[src/rtl/instr_fetch_unit.sv]
// Fetch stage: owns the PC, streams sequential imem reads and hands {instr, pc} to decode.
// Optional static JAL prediction is enabled by defining FETCH_STATIC_PREDICT_EN.
module instr_fetch_unit #(
  parameter int               WIDTH     = 32,
  parameter logic [WIDTH-1:0] RESET_PC  = 32'h0000_0000,
  parameter logic [WIDTH-1:0] NOP_INSTR = 32'h0000_0013
) (
  input  logic             clk,
  input  logic             rst,
  output logic             imem_req,
  output logic [WIDTH-1:0] imem_addr,
  input  logic [WIDTH-1:0] imem_rdata,
  input  logic             redirect_valid,
  input  logic [WIDTH-1:0] redirect_target,
  output logic             instr_valid,
  input  logic             instr_ready,
  output logic [WIDTH-1:0] instr_out,
  output logic [WIDTH-1:0] pc_out,
  output logic             pred_taken,
  output logic             misalign_err
);

  typedef enum logic [1:0] {BOOT, FETCH, HALT} state_t;

  localparam logic [WIDTH-1:0] PC_STEP = WIDTH'(4);

  state_t           state_q, state_next;
  logic [WIDTH-1:0] pc_q, pc_next;
  logic             out_valid_q, out_valid_next;
  logic [WIDTH-1:0] out_instr_q, out_instr_next;
  logic [WIDTH-1:0] out_pc_q, out_pc_next;
  logic             out_pred_q, out_pred_next;
  logic             skid_valid_q, skid_valid_next;
  logic [WIDTH-1:0] skid_instr_q, skid_instr_next;
  logic [WIDTH-1:0] skid_pc_q, skid_pc_next;
  logic             infl_q, infl_next;
  logic [WIDTH-1:0] infl_pc_q, infl_pc_next;
  logic             err_q, err_next;

  logic             accept;
  logic             enter;
  logic             enter_from_skid;
  logic [WIDTH-1:0] enter_instr;
  logic [WIDTH-1:0] enter_pc;
  logic [1:0]       occ;

`ifdef FETCH_STATIC_PREDICT_EN
  logic             pend_q, pend_next;
  logic [WIDTH-1:0] pend_target_q, pend_target_next;
  logic [WIDTH-1:0] jimm;
  assign jimm = {{(WIDTH-20){enter_instr[31]}}, enter_instr[19:12], enter_instr[20],
                 enter_instr[30:21], 1'b0};
`endif

  assign accept          = out_valid_q & instr_ready;
  // Whatever lands in the output slot this edge: skid first (older), else the response.
  assign enter_from_skid = accept & skid_valid_q;
  assign enter           = (state_q == FETCH) &
                           (enter_from_skid | (infl_q & (accept | ~out_valid_q)));
  assign enter_instr     = enter_from_skid ? skid_instr_q : imem_rdata;
  assign enter_pc        = enter_from_skid ? skid_pc_q : infl_pc_q;
  // Entries held after this cycle's handshake; a new request may raise it to 2 at most.
  assign occ = 2'(out_valid_q) + 2'(skid_valid_q) + 2'(infl_q) - 2'(accept);

  always_comb begin
    state_next      = state_q;
    pc_next         = pc_q;
    imem_req        = 1'b0;
    imem_addr       = pc_q;
    out_valid_next  = out_valid_q;
    out_instr_next  = out_instr_q;
    out_pc_next     = out_pc_q;
    out_pred_next   = out_pred_q;
    skid_valid_next = skid_valid_q;
    skid_instr_next = skid_instr_q;
    skid_pc_next    = skid_pc_q;
    infl_next       = 1'b0;
    infl_pc_next    = infl_pc_q;
    err_next        = err_q;
`ifdef FETCH_STATIC_PREDICT_EN
    pend_next        = 1'b0;
    pend_target_next = pend_target_q;
`endif
    case (state_q)
      BOOT: state_next = FETCH;
      FETCH: begin
        if (enter) begin
          out_valid_next = 1'b1;
          out_instr_next = enter_instr;
          out_pc_next    = enter_pc;
          out_pred_next  = 1'b0;
        end else if (accept) begin
          out_valid_next = 1'b0;
        end
        if (enter_from_skid) skid_valid_next = 1'b0;
        if (infl_q && out_valid_q && (!accept || skid_valid_q)) begin
          skid_valid_next = 1'b1;
          skid_instr_next = imem_rdata;
          skid_pc_next    = infl_pc_q;
        end
        if (occ < 2'd2) begin
          imem_req     = 1'b1;
          pc_next      = pc_q + PC_STEP;
          infl_next    = 1'b1;
          infl_pc_next = pc_q;
        end
`ifdef FETCH_STATIC_PREDICT_EN
        if (enter && enter_instr[6:0] == 7'b1101111) begin
          out_pred_next    = 1'b1;
          pend_next        = 1'b1;
          pend_target_next = enter_pc + jimm;
        end
        // Predicted redirect: the JAL itself stays in the output slot, younger work dies.
        if (pend_q) begin
          pend_next       = 1'b0;
          out_valid_next  = out_valid_q & ~accept;
          out_instr_next  = out_instr_q;
          out_pc_next     = out_pc_q;
          out_pred_next   = out_pred_q;
          skid_valid_next = 1'b0;
          if (pend_target_q[1:0] != 2'b00) begin
            imem_req       = 1'b0;
            pc_next        = pc_q;
            infl_next      = 1'b0;
            out_valid_next = 1'b0;
            err_next       = 1'b1;
            state_next     = HALT;
          end else begin
            imem_req     = 1'b1;
            imem_addr    = pend_target_q;
            pc_next      = pend_target_q + PC_STEP;
            infl_next    = 1'b1;
            infl_pc_next = pend_target_q;
          end
        end
`endif
      end
      default: begin
        out_valid_next  = 1'b0;
        skid_valid_next = 1'b0;
      end
    endcase

    // External redirect overrides everything decided above.
    if (redirect_valid && state_q != HALT && !rst) begin
      out_valid_next  = 1'b0;
      out_instr_next  = out_instr_q;
      out_pc_next     = out_pc_q;
      out_pred_next   = out_pred_q;
      skid_valid_next = 1'b0;
`ifdef FETCH_STATIC_PREDICT_EN
      pend_next       = 1'b0;
`endif
      if (redirect_target[1:0] == 2'b00) begin
        imem_req     = 1'b1;
        imem_addr    = redirect_target;
        pc_next      = redirect_target + PC_STEP;
        infl_next    = 1'b1;
        infl_pc_next = redirect_target;
        state_next   = FETCH;
      end else begin
        imem_req   = 1'b0;
        imem_addr  = pc_q;
        pc_next    = pc_q;
        infl_next  = 1'b0;
        err_next   = 1'b1;
        state_next = HALT;
      end
    end
  end

  always_ff @(posedge clk or posedge rst) begin
    if (rst) begin
      state_q      <= BOOT;
      pc_q         <= RESET_PC;
      out_valid_q  <= 1'b0;
      out_instr_q  <= NOP_INSTR;
      out_pc_q     <= RESET_PC;
      out_pred_q   <= 1'b0;
      skid_valid_q <= 1'b0;
      skid_instr_q <= NOP_INSTR;
      skid_pc_q    <= RESET_PC;
      infl_q       <= 1'b0;
      infl_pc_q    <= RESET_PC;
      err_q        <= 1'b0;
`ifdef FETCH_STATIC_PREDICT_EN
      pend_q        <= 1'b0;
      pend_target_q <= RESET_PC;
`endif
    end else begin
      state_q      <= state_next;
      pc_q         <= pc_next;
      out_valid_q  <= out_valid_next;
      out_instr_q  <= out_instr_next;
      out_pc_q     <= out_pc_next;
      out_pred_q   <= out_pred_next;
      skid_valid_q <= skid_valid_next;
      skid_instr_q <= skid_instr_next;
      skid_pc_q    <= skid_pc_next;
      infl_q       <= infl_next;
      infl_pc_q    <= infl_pc_next;
      err_q        <= err_next;
`ifdef FETCH_STATIC_PREDICT_EN
      pend_q        <= pend_next;
      pend_target_q <= pend_target_next;
`endif
    end
  end

  assign instr_valid  = out_valid_q;
  assign instr_out    = out_valid_q ? out_instr_q : NOP_INSTR;
  assign pc_out       = out_pc_q;
  assign pred_taken   = out_valid_q & out_pred_q;
  assign misalign_err = err_q;

endmodule

[config.mk]
export PLATFORM = sky130hd
export DESIGN_NAME = instr_fetch_unit
export DESIGN_NICKNAME = d
export VERILOG_FILES = /design/src/rtl/instr_fetch_unit.sv
export SDC_FILE = /design/constraint.sdc
export NUM_CORES = 1
export LEC_CHECK = 0
export ABC_AREA = 1
export CAP_MARGIN = 10
export CELL_PAD_IN_SITES_DETAIL_PLACEMENT = 1
export CELL_PAD_IN_SITES_GLOBAL_PLACEMENT = 1
export CORE_ASPECT_RATIO = 0.7
export CORE_MARGIN = 3
export CORE_UTILIZATION = 39
export CTS_CLUSTER_SIZE = 10
export DETAILED_ROUTE_END_ITERATION = 16
export PLACE_DENSITY_LB_ADDON = 0.1
export SLEW_MARGIN = 20
export SYNTH_ARGS = -nofsm -noshare
export SYNTH_HDL_FRONTEND = slang
export SYNTH_SLANG_ARGS = --single-unit
[constraint.sdc]
create_clock -name clk -period 9.4 [get_ports clk]
set_input_delay 1.88 -clock clk [delete_from_list [all_inputs] [get_ports clk]]
set_output_delay 1.88 -clock clk [all_outputs]
set_load 0.05 [all_outputs]
### After elaboration in Yosys (flattened, before gate mapping)

Cells that the tools add are included.

| storage, ports and cells | value |
|---|---|
| bits in registers | 198 |
| input bits | 68 |
| word-level logic and storage cells | 78 |

| operators by class | value |
|---|---|
| reduce and logical (&&, ||, !) cells | 18 |
| magnitude comparators | 1 |
| equality and inequality tests | 6 |
| bitwise gates (word level) | 9 |
| mux-type cells | 28 |
| add/subtract/negate cells | 5 |

Operator list:

| cell | number |
|---|---|
| $mux 32 | 13 |
| $add 32x3->32 const B | 2 |
| $mux 1 | 10 |
| $reduce_and 2->1 | 4 |
| $mux 2 | 3 |
| $reduce_and 3->1 | 2 |
| $reduce_bool 2->1 | 3 |
| $and 1x1->1 | 4 |
| $logic_and 1x1->1 | 4 |
| $logic_not 2->1 | 2 |
| $ne 2x2->1 const B | 2 |
| $ne 4x2->1 const B | 1 |
| $ne 4x3->1 const B | 1 |
| $pmux 1 s2 | 2 |
| $not 1->1 | 3 |
| $add 1x1->2 | 1 |
| $add 2x1->2 | 1 |
| $eq 2x1->1 const B | 1 |
| $logic_not 1->1 | 2 |
| $lt 2x2->1 const B | 1 |
| $ne 2x1->1 const B | 1 |
| $or 1x1->1 | 2 |
| $sub 2x1->2 | 1 |
| $logic_or 1x1->1 | 1 |

### Longest topological paths before layout

Gate-level depths: netlist of run 1.

| depth | value |
|---|---|
| depth in word-level cells | 8 |
| mapped depth | 16 |
| depth with buffers taken out | 15 |

### Worst setup path after synthesis of run 1

Ideal clock, no wire load.

| timing path | value |
|---|---|
| path kind | in2reg |
| start point | input rst |
| end point | register pc_q[30] |
| arrival | 7.284 ns |
| slack | 1.998 ns |
| buffers on the path | 0 |
| stages on the path | 12 |
| library setup time | 0.119 ns |
| cell sequence | inv_1 > nand2_1 > nor2_1 > nand2_1 > nand2_1 > nand2_1 > nor2_1 > nand2_1 > nor2_1 > nand3_1 > nand3_1 > nand2_1 |

| on the way | value |
|---|---|
| cells in the longest elaborated chain, start to end | 4 |
| elaborated cells on any way between the ends | 7 |

Ends and longest elaborated chain:

| element | RTL line | source |
|---|---|---|
| start: declaration | 9 | `input logic rst,` |
| $logic_not 1->1 (no source line) (*) | - |  |
| $logic_and 1x1->1 (*) | 145 | `if (redirect_valid && state_q != HALT && !rst) begin` |
| $ne 2x1->1 (no source line) / $reduce_bool 2->1 (equally long branches) | - |  |
| $reduce_and 3->1 (no source line) | - |  |
| end signal: assignment | 192 | `pc_q <= pc_next;` |
| end: declaration | 28 | `logic [WIDTH-1:0] pc_q, pc_next;` |

Mark *: on every way between the ends. The rest lies on a longest branch, timed or not.
A chain may end at the register's enable or synchronous reset.

### Worst setup path after layout of run 1

| timing path | value |
|---|---|
| start point | input rst |
| end point | output imem_req |

| on the way | value |
|---|---|
| cells in the longest elaborated chain, start to end | 3 |

Ends and longest elaborated chain:

| element | RTL line | source |
|---|---|---|
| $logic_not 1->1 (no source line) | - |  |
| $logic_and 1x1->1 | 145 |  |
| $mux 1 | 145 |  |
| end: declaration | 10 | `output logic imem_req,` |

Every way passes these cells.

==> metrics.md, run 1 <==
| Metric | Value |
|---|---|
| Register area share after synthesis | 0.495 |
| Placed cell area | 11900 µm² |
| TritonCTS buffer count | 17 |
| Number of DRC markers in iteration 0 | between 500 and 600 |
| R2R setup slack | 5.42 ns |
| Final setup violation count | 0 |
| Layout area overhead | 24.1% |
| Clk buf depth | 2 |
| RR Startpoint | state_q[1] |
| Crit path kind | in -> out |
| Gates resized, CTS repair | 0 |
| CTS Root Buffer Type | clkbuf_16 |
| Die width | 198 µm |
| Detailed Routing Iterations Pass 1 | 5 |
| Max IR drop VDD | 159 µV |
| Routed WL | 32600 µm |
| Ant. Diodes | 0 |
| RSZ-0062 raised after global routing | no |
| Register area | approximately 5000 µm² |
| Vias per cell | 5.16 |
| Crit end category | output port |
| Slew Limit Headroom | 0.332 |
| Die ar. | approximately 28000 µm² |
| Antenna Violating Nets Remaining | 0 |
| Synthesized area per cell | between 7 and 8 µm² |
| Layout cell share with drive strength beyond 1 | 0.0823 |
| Rows | 48 |
| Worst-margin pin slew | 1.00 ns |
| Final Hold Viols | 0 |
| Clk slew on worst S/H paths | around 0.080 ns |
| CTS tree | yes |
| Synth Instances | approximately 1300 |
| Synth warn | 0 |
| Total Routing Usage GR | 0.236 |
| Clock sinks | 198 |
| Initial Utilization | 0.402 |
| DIE HEIGHT | 140 µm |
| Post-DP HPWL | 22800 µm |
| Crit-path max FO | 33 |
| Fin crit share | 0.799 |
| Worst skew pair latency | 0.45 ns |
| Routability cong. | 0.844 |
| Hold crit path type | reg -> reg |
| Max-slew violation count | 0 |
| Reg2Reg Capture Point | pc_q[8] |
| Post-CTS Setup Inserts | 0 |
| Crit path required time | 7.52 ns |
| Area of the multi-input gates | 4310 µm² |
| Fin Setup TNS | 0 ns |
| Yosys reg bits | 198 |
| Clock Skews | 0.0159 ns |
| CP Capture Point | imem_req |
| Total Power | 3740 µW |
| Initial antenna violation count | 0 |
| Arrival @ worst endpoint | 5.63 ns |
| CTS H-tree lvls | 4 |
| P_leak | 0.00600 µW |
| FF-to-FF path depth | 9 |
| Post-Synthesis Cell Area | around 10000 µm² |
| Fin area | approximately 12000 µm² |
| Startpoint Class | input pin |
| Fin crit period | 7.51 ns |
| F_max | 133 MHz |
| CTS Hold Bufs | 0 |
| Wire length per cell | 18.6 µm |
| Vias in the first global route | 9033 |
| Fillers | 3062 |
| Outcome | finished clean |
| Remaining DRCs | 0 |
| Max Cap Viol | 0 |
| Net count, final | approximately 1500 |
| First-pass GRT wire length | 51400 µm |
| Worst Setup SP | rst |
| Largest net degree at the start of global routing | roughly 100 |
| Pwr dens | approximately 300 nW/µm² |
| Total grt overflow | 0 |
| Unique masters post-synth | 35 |
| Core area | 25000 µm² |
| Port bufs | 166 |
| Total I/O pin count | 168 |
| Total number of vias | ~9100 |
| Net Count, Synth | 1370 |
sequential cells by signal, indices dropped and copies added (netlist names):
| signal | flops |
|---|---|
| infl_pc_q | 32 |
| infl_q | 1 |
| instr_valid | 1 |
| misalign_err | 1 |
| out_instr_q | 32 |
| pc_out | 32 |
| pc_q | 32 |
| skid_instr_q | 32 |
| skid_pc_q | 32 |
| skid_valid_q | 1 |
| state_q | 2 |
synthesized netlist by cell type, drive strengths merged:
library cell | number | area (µm²)
nor3 | 2 | 10.0
o21bai | 7 | 52.6
a21oi | 5 | 25.0
clkinv | 2 | 7.51
inv | 117 | 439
nand2 | 472 | 1820
o22ai | 1 | 6.26
conb | 1 | 3.75
or2 | 2 | 12.5
clkbuf | 42 | 158
nor2 | 112 | 490
a31oi | 61 | 382
o21a | 1 | 7.51
dfrtp | 192 | 4800
xor2 | 4 | 35.0
and2 | 2 | 12.5
o21ai | 136 | 684
mux2 | 29 | 327
nand4 | 1 | 6.26
buf | 31 | 181
nand3 | 63 | 320
dfstp | 6 | 158
ha | 5 | 62.6
o211ai | 3 | 22.5
area by class of cell:
type | count | area share
Clock inverter | 12 | 0.0114
Sequential cell | 198 | 0.398
Inverter | 119 | 0.0366
Tap cell | 325 | 0.0327
Multi-Input combinational cell | 907 | 0.346
Clock buffer | 20 | 0.0351
Timing Repair Buffer | 177 | 0.140
cells in the final DEF, fill, tap and decap left out, types with 5 or more instances in the layout:
cell / count
nand2_1: 455
dfrtp_1: 192
clkdlybuf4s50_1: 166
o21ai_0: 132
inv_1: 113
nor2_1: 97
nand3_1: 61
a31oi_1: 61
mux2_2: 29
clkbuf_16: 17
nand2_2: 15
buf_4: 11
nor2_4: 8
o21bai_1: 7
nor2_2: 7
dfstp_2: 6
a21oi_1: 5
kinds of logic (layout without fill, tap and decap cells):
logic type / Yosys count / count (layout) / share of synthesized area
muxes: 29 / 29 / 0.0326
xor gates and xnor gates: 4 / 4 / 0.00349
other: 1 / 1 / 0.000374
adders and majority gates: 5 / 5 / 0.00624
and+or+nand+nor: 654 / 654 / 0.267
DFF: 198 / 198 / 0.495
AOI/OAI and AO/OA: 214 / 214 / 0.118
buffers and inverters: 192 / 328 / 0.0783
through the flow:
stage | hold WS (ns) | worst slack, ns | utilization | instances
floorplan | 0.453 | 2.00 | - | 1297
global placement | 0.465 | 1.94 | 0.475 | 1726
detailed placement | 0.473 | 1.92 | 0.475 | 1726
CTS | 0.490 | 1.89 | 0.498 | 1758
global route | 0.519 | 1.62 | 0.498 | 1758
finish | 0.491 | 1.89 | 0.498 | 1758
worst min path at each step:
stage / endpoint / start / slack (ns) / cells past startpoint
CTS: skid_pc_q[9] / skid_pc_q[9] / 0.49 / 2
finish: skid_pc_q[27] / skid_pc_q[27] / 0.49 / 2
global route: skid_pc_q[15] / skid_pc_q[15] / 0.52 / 2
detailed placement: skid_pc_q[11] / skid_pc_q[11] / 0.47 / 2
floorplan: skid_pc_q[0] / skid_pc_q[0] / 0.45 / 2
global placement: skid_pc_q[13] / skid_pc_q[13] / 0.47 / 2
power by group:
| group | leakage (µW) | switching [µW] | internal (µW) |
|---|---|---|---|
| registers | 0.00256 | 202 | 1130 |
| clock network | 0.000273 | 360 | 376 |
| logic | 0.00317 | 1150 | 519 |
critical path: stages:
cell,delay (ns)
clkdlybuf4s50_1,0.59
nor2_4,0.16
buf_4,0.34
nand2_4,0.34
nor2_4,0.61
inv_1,0.59
nand2_1,0.25
clkdlybuf4s50_1,0.83
layer usage:
metal	part of all wire	routed length (µm)	up-vias	global-route usage
met4	0.0079	259	0	0.0439
met3	0.041	1340	20	0.0301
li1	-	-	4367	-
met1	0.52	17000	4471	0.374
met2	0.43	14000	218	0.349
met5	0	0	-	0
No activity file was read; power rests on OpenSTA's default activity.
==> inputs of run 2 (changes only) <==
--- a/config.mk
+++ b/config.mk
@@ -11,7 +11,7 @@
 export CELL_PAD_IN_SITES_GLOBAL_PLACEMENT = 1
 export CORE_ASPECT_RATIO = 0.7
 export CORE_MARGIN = 3
-export CORE_UTILIZATION = 39
+export CORE_UTILIZATION = 35
 export CTS_CLUSTER_SIZE = 10
 export DETAILED_ROUTE_END_ITERATION = 16
 export PLACE_DENSITY_LB_ADDON = 0.1
==> constraint.sdc (replaced) <==
create_clock -name clk -period 6.8 [get_ports clk]
set_input_delay 1.36 -clock clk [delete_from_list [all_inputs] [get_ports clk]]
set_output_delay 1.36 -clock clk [all_outputs]
set_load 0.05 [all_outputs]
==> run 2 against run 1 <==
Flip-flop and latch count unchanged; wire length rose by 1.2%; setup slack got worse by 0.74 ns; sequential power rose by 38%; register-to-register slack got worse by 2.6 ns; non-clock buffer count increased by 1; critical path depth did not move; sequential share of layout area shrank 0.28 points; via count fell by 1.3%; combinational power up 39%; hold slack got worse by 0.0013 ns; critical path type unchanged; critical endpoint is now imem_addr[15].
==> metrics.md, run 2 (synthesis results as in run 1) <==
| Metric | Value |
|---|---|
| Metal3 WL | 1320 µm (-1.5%) |
| Crit path required time | 5.44 ns (-2.08 ns) |
| Hold crit path type | reg -> reg |
| Arrival @ worst endpoint | 4.30 ns (-1.33 ns) |
| Total grt overflow | 0 (unchanged) |
| Die ar. | 30800 µm² (+11%) |
| Fin area | 12500 µm² (+0.71%) |
| Initial Utilization | 0.358 (-0.0434) |
| DIE HEIGHT | 148 µm (+5.3%) |
| Slew Limit Headroom | 0.371 (+0.0385) |
| Worst skew pair latency | 0.44 ns (about the same) |
| Crit-path slowest cell | clkdlybuf4s50_1 |
| Largest net degree at the start of global routing | 199 (+95%) |
| Routability cong. | 0.886 (+5.0%) |
| Outcome | finished clean |
| Rows | 51 (+6.3%) |
| Post-CTS Setup Inserts | 0 (unchanged) |
| Placed cell area | 12000 µm² (+0.65%) |
| CTS tree | yes |
| Clock sinks | 198 (unchanged) |
| Crit-path cells | clkdlybuf4s50_1 > nor2_4 > nand2_4 > nor2_4 > buf_4 > nand2_1 > o21ai_0 > clkdlybuf4s50_1 |
| Max-slew violation count | 0 (unchanged) |
| Wire length per cell | 18.3 µm (-1.4%) |
| Most frequent cells in the layout | nand2_1, dfrtp_1, clkdlybuf4s50_1, o21ai_0, inv_1 |
| Pwr dens | 412 nW/µm² (+37%) |
| Net count, final | 1494 (+0.067%) |
| Max stage delay on crit path | 0.84 ns (about the same) |
| Ant. Diodes | 0 (unchanged) |
| CTS Hold Bufs | 0 (unchanged) |
| Fin crit period | 5.66 ns |
| Vias per cell | 4.96 (-3.9%) |
| Initial antenna violation count | 0 (unchanged) |
| Total Routing Usage GR | 0.217 (-0.0192) |
| Clock power frac | 0.194 (-0.003) |
| Core area | 28000 µm² (+12%) |
| Die width | 208 µm (+5.4%) |
| Clk slew on worst S/H paths | 0.07 ns (about the same) |
| Comb power frac | 0.449 (+0.002) |
| TritonCTS buffer count | 17 (unchanged) |
| Reg2Reg Capture Point | infl_pc_q[12] |
| Layout cell share with drive strength beyond 1 | 0.0844 (+0.00203) |
| Met2 WL | 13700 µm (-2.7%) |
| Fillers | 3412 (+11%) |
| Post-DP HPWL | 22700 µm (-0.49%) |
| RSZ-0062 raised after global routing | no |
| Worst Setup SP | rst |
| Metal-1 WL | 17900 µm (+5.1%) |
| CP Capture Point | imem_addr[15] |
| Clk buf depth | 2 (unchanged) |
| Layout area overhead | 25.0% |
| R2R setup slack | 2.85 ns (-2.57 ns) |
| FF-to-FF path depth | 12 (+3) |
| Switch share | 0.462 (+0.00390) |
| Crit end category | output port |
| Final Hold Viols | 0 (unchanged) |
| Antenna Violating Nets Remaining | 0 (unchanged) |
| Total number of vias | 8955 (-1.3%) |
| F_max | 177 MHz |
| CTS Root Buffer Type | clkbuf_16 |
| Detailed Routing Iterations Pass 1 | 4 (-1) |
| Max Used Layer | met4 |
| Gates resized, CTS repair | 0 (unchanged) |
| Sequential power share | 0.357 (about the same) |
| Fin Setup TNS | 0 ns (unchanged) |
| Max Cap Viol | 0 (unchanged) |
| Min-delay src | skid_pc_q[31] |
| Number of DRC markers in iteration 0 | 542 (-7.2%) |
| Most common cell after layout, fill and taps aside | nand2_1 |
| NetSw | 2390 µW (+39%) |
| Port bufs | 166 (unchanged) |
| P_leak | 0.00601 µW (+0.27%) |
| Clock Skews | 0.0140 ns (-0.00183 ns) |
| Crit path kind | in -> out |
| Final Core Density | 0.448 (-0.0507) |
| Routed WL | 33000 µm (+1.2%) |
| Startpoint Class | input pin |
| Final setup violation count | 0 (unchanged) |
| Worst-margin pin slew | 0.943 ns (-0.0589 ns) |
| Internal Power | 2780 µW (+37%) |
| Crit-path max FO | 72 (+120%) |
| Remaining DRCs | 0 (unchanged) |
| CTS H-tree lvls | 4 (unchanged) |
| Total I/O pin count | 168 (unchanged) |
| Max IR drop VDD | 215 µV (+35%) |
| Vias in the first global route | 9142 (+1.2%) |
| Fin crit share | 0.832 |
| First-pass GRT wire length | 52800 µm (+2.6%) |
| RR Startpoint | instr_valid |
==> run 2: changes by cell type in the layout (fill, tap and decap cells not counted), sizes merged <==
cell / delta
buf: +2
bufinv: -1
clkdlybuf4s50: -1
inv: +1
==> run 2: stage by stage <==
stage               instances  hold slack, ns  power, µW  worst slack, ns
finish                   1805           0.490       5170             1.14
global route             1805           0.514       5500            0.936
CTS                      1804           0.493       5200             1.14
detailed placement       1772           0.473       4180             1.15
global placement         1772           0.466       4160             1.26
floorplan                1297           0.453       3300             1.43
==> run 2: power by group through the flow <==
| stage | Sequential (µW) | Combinational [µW] | Clock [µW] |
|---|---|---|---|
| finish | 1840 | 2320 | 1000 |
| global placement | 1860 | 2300 | 0 |
| floorplan | 2090 | 1210 | 0 |
| detailed placement | 1870 | 2320 | 0 |
| global route | 1900 | 2530 | 1080 |
| CTS | 1840 | 2330 | 1030 |
==> run 2: area by class of cell <==
cell class                 count  area [µm²]  share of cell area
timing repair buffer         178        1790               0.143
multi-input combinational    907        4310               0.343
inverter                     119         453              0.0361
clock buffer                  20         447              0.0356
tap                          371         464              0.0370
clock inverter                12         115             0.00918
sequential                   198        4960               0.396
==> run 2: worst min path at each step <==
stage	endpoint	slack [ns]	depth (start not counted)
2_1_floorplan	skid_pc_q[0]	0.45	2
3_3_place_gp	skid_pc_q[4]	0.47	2
3_5_place_dp	skid_pc_q[25]	0.47	2
4_1_cts	skid_pc_q[25]	0.49	2
5_1_grt	skid_pc_q[28]	0.51	2
6_report	skid_pc_q[31]	0.49	2
==> run 2: per-layer routing <==
metal / vias to the layer above / track usage
met3: 20 / 0.0356
met5: - / 0
met4: 0 / 0.0350
met1: 4400 / 0.343
met2: 162 / 0.316
li1: 4373 / -
==> run 2: worst max-delay path: cells and delay by family <==
family / cells / cell delay [ns]
buffers and inverters: 3 / 1.91
AND/OR/NAND/NOR: 4 / 0.85
AO/OA/AOI/OAI: 1 / 0.14
